[src/rtl/mux4_serial_driver.sv]
// mux4_serial_driver
//   Parallel-to-serial driver sitting directly in front of a 4:1 mux.
//   A 4-bit word is taken over a valid/ready handshake and parked on the
//   mux data inputs. The 2-bit select then walks all four channels, each
//   held for HOLD cycles, so the mux output carries the word one bit at a
//   time. A new word may be accepted in the final hold cycle of the
//   current one, giving gap-free back-to-back streaming.
module mux4_serial_driver #(
    parameter int HOLD      = 1,     // cycles per bit on the select, >= 1
    parameter bit MSB_FIRST = 1'b0   // 0: select 0,1,2,3   1: select 3,2,1,0
) (
    input  logic       clk,
    input  logic       rst,
    input  logic [3:0] in_data,
    input  logic       in_valid,
    output logic       in_ready,
    output logic [3:0] mux_i,
    output logic [1:0] mux_s,
    output logic       bit_valid,
    output logic       bit_last,
    output logic       busy
);

    // hold_cnt needs clog2(HOLD) bits, but never fewer than one.
    localparam int                HOLD_W    = (HOLD > 1) ? $clog2(HOLD) : 1;
    localparam logic [HOLD_W-1:0] HOLD_LAST = HOLD_W'(HOLD - 1);
    localparam logic [1:0]        FIRST_SEL = MSB_FIRST ? 2'd3 : 2'd0;
    localparam logic [1:0]        LAST_BIT  = 2'd3;

    localparam logic [0:0] IDLE  = 1'b0;
    localparam logic [0:0] SHIFT = 1'b1;

    logic [0:0]        state;
    logic [0:0]        state_nxt;
    logic [HOLD_W-1:0] hold_cnt;
    logic [HOLD_W-1:0] hold_cnt_nxt;
    logic [1:0]        bit_cnt;
    logic [1:0]        bit_cnt_nxt;
    logic [3:0]        mux_i_nxt;
    logic [1:0]        mux_s_nxt;

    logic hold_end;   // last cycle of the current bit
    logic word_end;   // last cycle of the last bit of the word
    logic accept;     // handshake completes on the coming edge

    // Handshake and status decode from the registered state. in_ready is
    // gated by rst so nothing is offered while the block is held in reset;
    // the other outputs already follow the asynchronously cleared state.
    always_comb begin
        hold_end  = (hold_cnt == HOLD_LAST);
        word_end  = (state == SHIFT) && (bit_cnt == LAST_BIT) && hold_end;
        in_ready  = !rst && ((state == IDLE) || word_end);
        accept    = in_valid && in_ready;
        bit_valid = (state == SHIFT);
        busy      = (state == SHIFT);
        bit_last  = (state == SHIFT) && (bit_cnt == LAST_BIT);
    end

    // Next-state logic: load on accept, otherwise step the select through
    // the word. The select is never advanced past the final channel, so it
    // stays parked there once the word ends and no new word follows.
    always_comb begin
        // NOTE: every signal gets a default first so no path leaves one
        // unassigned, which would otherwise infer a latch.
        state_nxt    = state;
        hold_cnt_nxt = hold_cnt;
        bit_cnt_nxt  = bit_cnt;
        mux_i_nxt    = mux_i;
        mux_s_nxt    = mux_s;

        if (accept) begin
            // Covers both a load from IDLE and a back-to-back load in the
            // final hold cycle of the previous word.
            state_nxt    = SHIFT;
            hold_cnt_nxt = '0;
            bit_cnt_nxt  = '0;
            mux_i_nxt    = in_data;
            mux_s_nxt    = FIRST_SEL;
        end else if (state == SHIFT) begin
            if (!hold_end) begin
                hold_cnt_nxt = hold_cnt + HOLD_W'(1);
            end else if (bit_cnt == LAST_BIT) begin
                // Word finished with nothing queued: go idle, keep the
                // word and select where they are.
                state_nxt    = IDLE;
                hold_cnt_nxt = '0;
                bit_cnt_nxt  = '0;
            end else begin
                hold_cnt_nxt = '0;
                bit_cnt_nxt  = bit_cnt + 2'd1;
                mux_s_nxt    = MSB_FIRST ? (mux_s - 2'd1) : (mux_s + 2'd1);
            end
        end
    end

    // State and datapath registers; an asserted rst aborts any word in
    // progress immediately and nothing of it is resumed afterwards.
    always_ff @(posedge clk or posedge rst) begin
        // NOTE: sequential state is updated with non-blocking assignments
        // so every register samples the pre-edge values of the others.
        if (rst) begin
            state    <= IDLE;
            hold_cnt <= '0;
            bit_cnt  <= '0;
            mux_i    <= 4'b0;
            mux_s    <= FIRST_SEL;
        end else begin
            state    <= state_nxt;
            hold_cnt <= hold_cnt_nxt;
            bit_cnt  <= bit_cnt_nxt;
            mux_i    <= mux_i_nxt;
            mux_s    <= mux_s_nxt;
        end
    end

endmodule

[config.mk]
export PLATFORM = sky130hd
export DESIGN_NAME = mux4_serial_driver
export DESIGN_NICKNAME = d
export VERILOG_FILES = /design/src/rtl/mux4_serial_driver.sv
export SDC_FILE = /design/constraint.sdc
export NUM_CORES = 1
export LEC_CHECK = 0
export BUFFER_PORTS_ARGS = -buffer_cell sky130_fd_sc_hd__buf_2
export CAP_MARGIN = 0
export CORE_AREA = 10 10 47 49
export DETAILED_ROUTE_END_ITERATION = 10
export DIE_AREA = 0 0 57 59
export PLACE_DENSITY = 0.69
export SYNTH_ARGS = -nofsm -noshare
export SYNTH_HDL_FRONTEND = slang
export SYNTH_SLANG_ARGS = --single-unit
[constraint.sdc]
create_clock -name clk -period 1.41 [get_ports clk]
set_clock_uncertainty 0.1 [all_clocks]
set_input_delay 0.0705 -clock clk [delete_from_list [all_inputs] [get_ports clk]]
set_output_delay 0.0705 -clock clk [all_outputs]
set_load 0.01 [all_outputs]
; Word level (Yosys, flattened, before mapping)
; Index checks and enable logic that the tools add are counted.
[word_totals]
reg_bits = 10
latchBits = 0
mem_bits_rw = 0
mem_bits_ro = 0
input_bits = 7
out_inout_bits = 10
elab_cells = 37
mem_count = 0
[op_classes]
n_addsub = 3
multipliers = 0
div = 0
magnitude_cmp = 0
eq_ne = 3
shifts = 0
n_mux = 15
n_bitwise = 2
reduce_logical = 9
[ops]
columns = cell, n
row1 = $mux W2, 8
row2 = $mux W1, 7
row3 = $add A2 B1 Y2 const B, 2
row4 = $logic_and A1 B1 Y1, 4
row5 = $reduce_and A3 Y1, 1
row6 = $eq A2 B2 Y1 const B, 1
row7 = $ne A2 B1 Y1 const B, 1
row8 = $ne A2 B2 Y1 const B, 1
row9 = $not A1 Y1, 2
row10 = $reduce_and A2 Y1, 1
row11 = $reduce_bool A2 Y1, 1
row12 = $add A1 B1 Y1 const B, 1
row13 = $logic_not A1 Y1, 1
row14 = $logic_or A1 B1 Y1, 1

; Logic depth before layout (Yosys ltp)
[logic_depth]
depth_word = 8
depth_mapped = 4
mapped_depth_nobuf = 4

; Least setup slack after synthesis
; No wires, ideal clock.
[synth_timing]
path_type = flip-flop to flip-flop
start = register bit_cnt[0]
end = register mux_i[0]
setup_time_ns = 0.125
arrival_ns = 1.189
t_required_ns = 1.185
slack_ns = -0.004
path_stages_with_launch = 5
n_path_buf = 0
period_less_slack_ns = 1.414
path_cell_list = dfrtp_1 > ha_1 > and2b_4 > nor2_4 > mux2_4
[synth_via]
elab_chain_cells = 6
[synth_rtl]
columns = element, line_no
row1 = start: declaration, 37  ; logic [1:0] bit_cnt;
row2 = start signal: assignment, 110  ; bit_cnt <= bit_cnt_nxt;
row3 = $eq A2 B2 Y1, 51  ; word_end = (state == SHIFT) && (bit_cnt == LAST_BIT) && hold_end;
row4 = $logic_and A1 B1 Y1 (2 in a row), 51
row5 = $logic_or A1 B1 Y1, 52  ; in_ready = !rst && ((state == IDLE) || word_end);
row6 = $logic_and A1 B1 Y1, 52
row7 = $logic_and A1 B1 Y1, 53  ; accept = in_valid && in_ready;
row8 = end signal: assignment, 111  ; mux_i <= mux_i_nxt;
row9 = end: declaration, 17  ; output logic [3:0] mux_i,
; Every way passes these cells.
; A chain may end at the register's enable or synchronous reset.

; Final worst setup path
[layout_timing]
start = register bit_cnt[0]
end = output in_ready
[layout_via]
elab_chain_cells = 5
[layout_rtl]
columns = element, line_no
row1 = $eq A2 B2 Y1, 51
row2 = $logic_and A1 B1 Y1 (2 in a row), 51
row3 = $logic_or A1 B1 Y1, 52
row4 = $logic_and A1 B1 Y1, 52
row5 = end: declaration, 16  ; output logic in_ready,
; Every way passes these cells.

==> impl_metrics.py <==
metrics = {
    "yosys": {
        "synthesis.nets": 41,
        "synth.distinct_cells": 18,
        "synth-edff-count": 0,
        "yosys-top-cells-count": "dfrtp_1 (9), mux2_4 (5), nand2_1 (3)",
        "post-synth-top-count-cell": "dfrtp_1",
        "yosys.area.top_type": "dfrtp_1",
        "syn-cell-area_um2": 447.9,
        "avgSynthCellArea_um2": 13.57,
        "synth_top_area_share_pct": 50.28,
        "ys_warn_count": 0,
        "synthCells": 33,
        "synth-seq-cells": 9,
        "synth.top_cells.by_area": "dfrtp_1 (50%), mux2_4 (17%), mux2i_4 (5.0%), ha_1 (2.8%), mux2_2 (2.5%)",
        "synthArstFlopShare_pct": 100.0,
        "ys.flop_type": "dfrtp_1",
        "ys_seq_area_share_pct": 50.28,
    },
    "floorplanning": {
        "fp.dieH_um": 59,
        "num_rows": 14,
        "initial_core_util_pct": 31.96,
        "coreArea_um2": 1401,
        "die_w_um": 57,
        "dieArea_um2": 3363,
        "num_io_pins": 17,
    },
    "global_route": {
        "grt_pass1_wl_mm": 1.649,
        "grt_pass1_vias": 408,
        "antenna_found_initial": 0,
        "gr-total-overflow": 0,
        "grt_max_degree": 10,
        "grt_util_all_layers_pct": 6.359,
    },
    "pwr": {
        "power_switching_uw": 532.4,
        "p_per_area_nw_per_um2": 2308,
        "pwr-share-seq_pct": 30.4,
        "p_total_uw": 1577,
        "p_leak_uw": 0.0003361,
        "clkPwrFrac_pct": 12.6,
        "swShare_pct": 33.77,
        "combPwrFrac_pct": 56.9,
        "peakVddDrop_uv": 1045,
        "intPower_uw": 1044,
    },
    "clock_tree": {
        "clock_path_buffers": 2,
        "htree_levels": 1,
        "root_buffer": "clkbuf_4",
        "clkLatencyLatePin_ps": 260,
        "cts_inserted_buffers": 3,
        "cts_tree": "done",
        "cts.sinks": 9,
        "clkTransAtPathRegs_ps": 60,
    },
    "sta": {
        "worst_pin_slew_ps": 324.2,
        "layout_setup_ws_ps": -123.3,
        "setup_viol": 7,
        "finalCritPeriodShare_pct": 108.7,
        "max-slew-margin-rel_pct": 78.36,
        "hold_viol_final": 0,
        "finalSetupTns_ps": -222.9,
        "rsz0062_at_grt": "yes",
        "timing.fmax_mhz": 652.2,
        "slew_violations": 0,
        "min_period_ps": 1533,
    },
    "routing": {
        "routed_wl_mm": 1.046,
        "dr_total_vias": 362,
        "drc": 0,
        "dr.pass1.iters": 3,
        "routed.top_layer": "met4",
        "wl_met2_um": 480,
        "route.met3.wl_um": 108,
        "vias_per_cell": 4.525,
        "wire_per_inst_um": 13.08,
        "drt_iter0_markers": 1,
        "m1WireLength_um": 426,
        "final_antenna_net_count": 0,
    },
    "finish": {
        "area_growth_pct": 52.51,
        "final_nets": 73,
        "fillers": 135,
        "diodes": 0,
        "multi_input_area_um2": 221.5,
        "post-route-cell-area_um2": 683.2,
        "drive_gt1_share_pct": 60.94,
        "ff_latch_area_um2": 225.2,
        "fin_util_pct": 48.75,
    },
    "critical_path": {
        "cp.arrival_ps": 1360,
        "critPathMaxFanout": 2,
        "cp.required_ps": 1240,
        "cp_num_buf_inv": 2,
        "crit_chain": "ha_2 -> and2b_4 -> buf_6 -> nor2_2 -> buf_2",
        "end_kind": "output port",
        "critical-path-max-stage-delay_ps": 380,
        "reg2reg_from": "bit_cnt[0]",
        "reg2reg_depth": 5,
        "slowest_stage": "dfrtp_1",
        "r2r-end": "bit_cnt[0]",
        "rrSetupSlack_ps": -20,
        "cpLargestDelayFamily": "flip-flops",
        "criticalPathCategory": "flop to output port",
        "critPathLaunchType": "flop",
    },
    "place": {
        "place_congestion": 0.6874,
        "dpl_cell_area_um2": 573.1,
        "hpwl_um": 734.2,
        "dp_slack_ps": -68.80,
        "io_buffer_count": 16,
    },
    "flow_run": {
        "drv_cap": 0,
    },
    "min_path": {
        "hold_end": "bit_valid",
        "min_path_cells": 3,
        "min-delay-start": "in_valid",
        "hold_class": "input pin to flop",
    },
    "run_status": {
        "status": "finished, violations left",
        "failed_checks": "negative setup slack",
    },
}
power groups by stage:
stage	combinational (uW)	sequential, uW	clock [uW]
6_report	898	479	199
3_5_place_dp	804	479	0
4_1_cts	882	483	202
2_1_floorplan	451	541	0
5_1_grt	982	499	215
3_3_place_gp	781	484	0
how the worst max path moves through the flow:
stage	start	to	slack, ps	cells past startpoint
after detailed placement	bit_cnt[1]	mux_i[3]	-70	4
after CTS	bit_cnt[1]	in_ready	-120	5
after floorplan	bit_cnt[0]	mux_i[0]	2	4
after global placement	bit_cnt[0]	mux_i[2]	-40	4
after global routing	bit_cnt[0]	in_ready	-170	5
final	bit_cnt[0]	in_ready	-120	5
final cells by class:
| class | count | area share, % |
|---|---|---|
| flip-flops and latches | 9 | 32.97 |
| multi-input cells | 22 | 32.42 |
| repair buffers | 28 | 27.29 |
| clock buffers | 4 | 3.846 |
| well taps | 16 | 2.930 |
| inverters | 1 | 0.5495 |
registers in the layout, summed over array words and instances (netlist names):
name / flops
mux_i: 4
bit_cnt: 2
mux_s: 2
bit_valid: 1
metal layers:
metal  vias up  track usage (%)
li1        173                -
met1       167            6.553
met2        18            8.992
met3         4            3.433
met4         0            6.040
met5         -                0
timing repair:
| action | in CTS | in global routing |
|---|---|---|
| buffers inserted | 2 | 1 |
| pin swaps | 2 | 1 |
| hold buffers | 5 | 0 |
| cloned | 0 | 0 |
| endpoints found under the hold margin | 13 | 0 |
| gates resized for setup | 2 | 1 |
| setup endpoints to repair | 5 | 8 |
layout by cell type, fill, tap and decap left out, types with 3 or more instances in the layout:
cell	instances
buf_2	16
dfrtp_1	9
buf_4	6
mux2_4	5
dlygate4sd3_1	5
nand2_1	3
clkbuf_4	3
worst min-delay path, cell delays in order:
cell,delay (ps)
buf_2,90
nand2b_1,110
nand2_1,90
stage by stage:
step	hold WS, ps	cells
5_1_grt	55.15	80
6_report	29.55	80
3_5_place_dp	-22.29	68
4_1_cts	33.61	79
3_3_place_gp	-25.29	68
2_1_floorplan	-201.6	33
logic make-up after synthesis:
group           count (synthesis)  synth area share, %
flops                           9                50.28
simple gates                   12                16.76
mux                             7                24.30
buf+inv                         2                2.514
compound gates                  2                3.351
fa+ha+maj                       1                2.793
(Power assumes the default switching activity.)
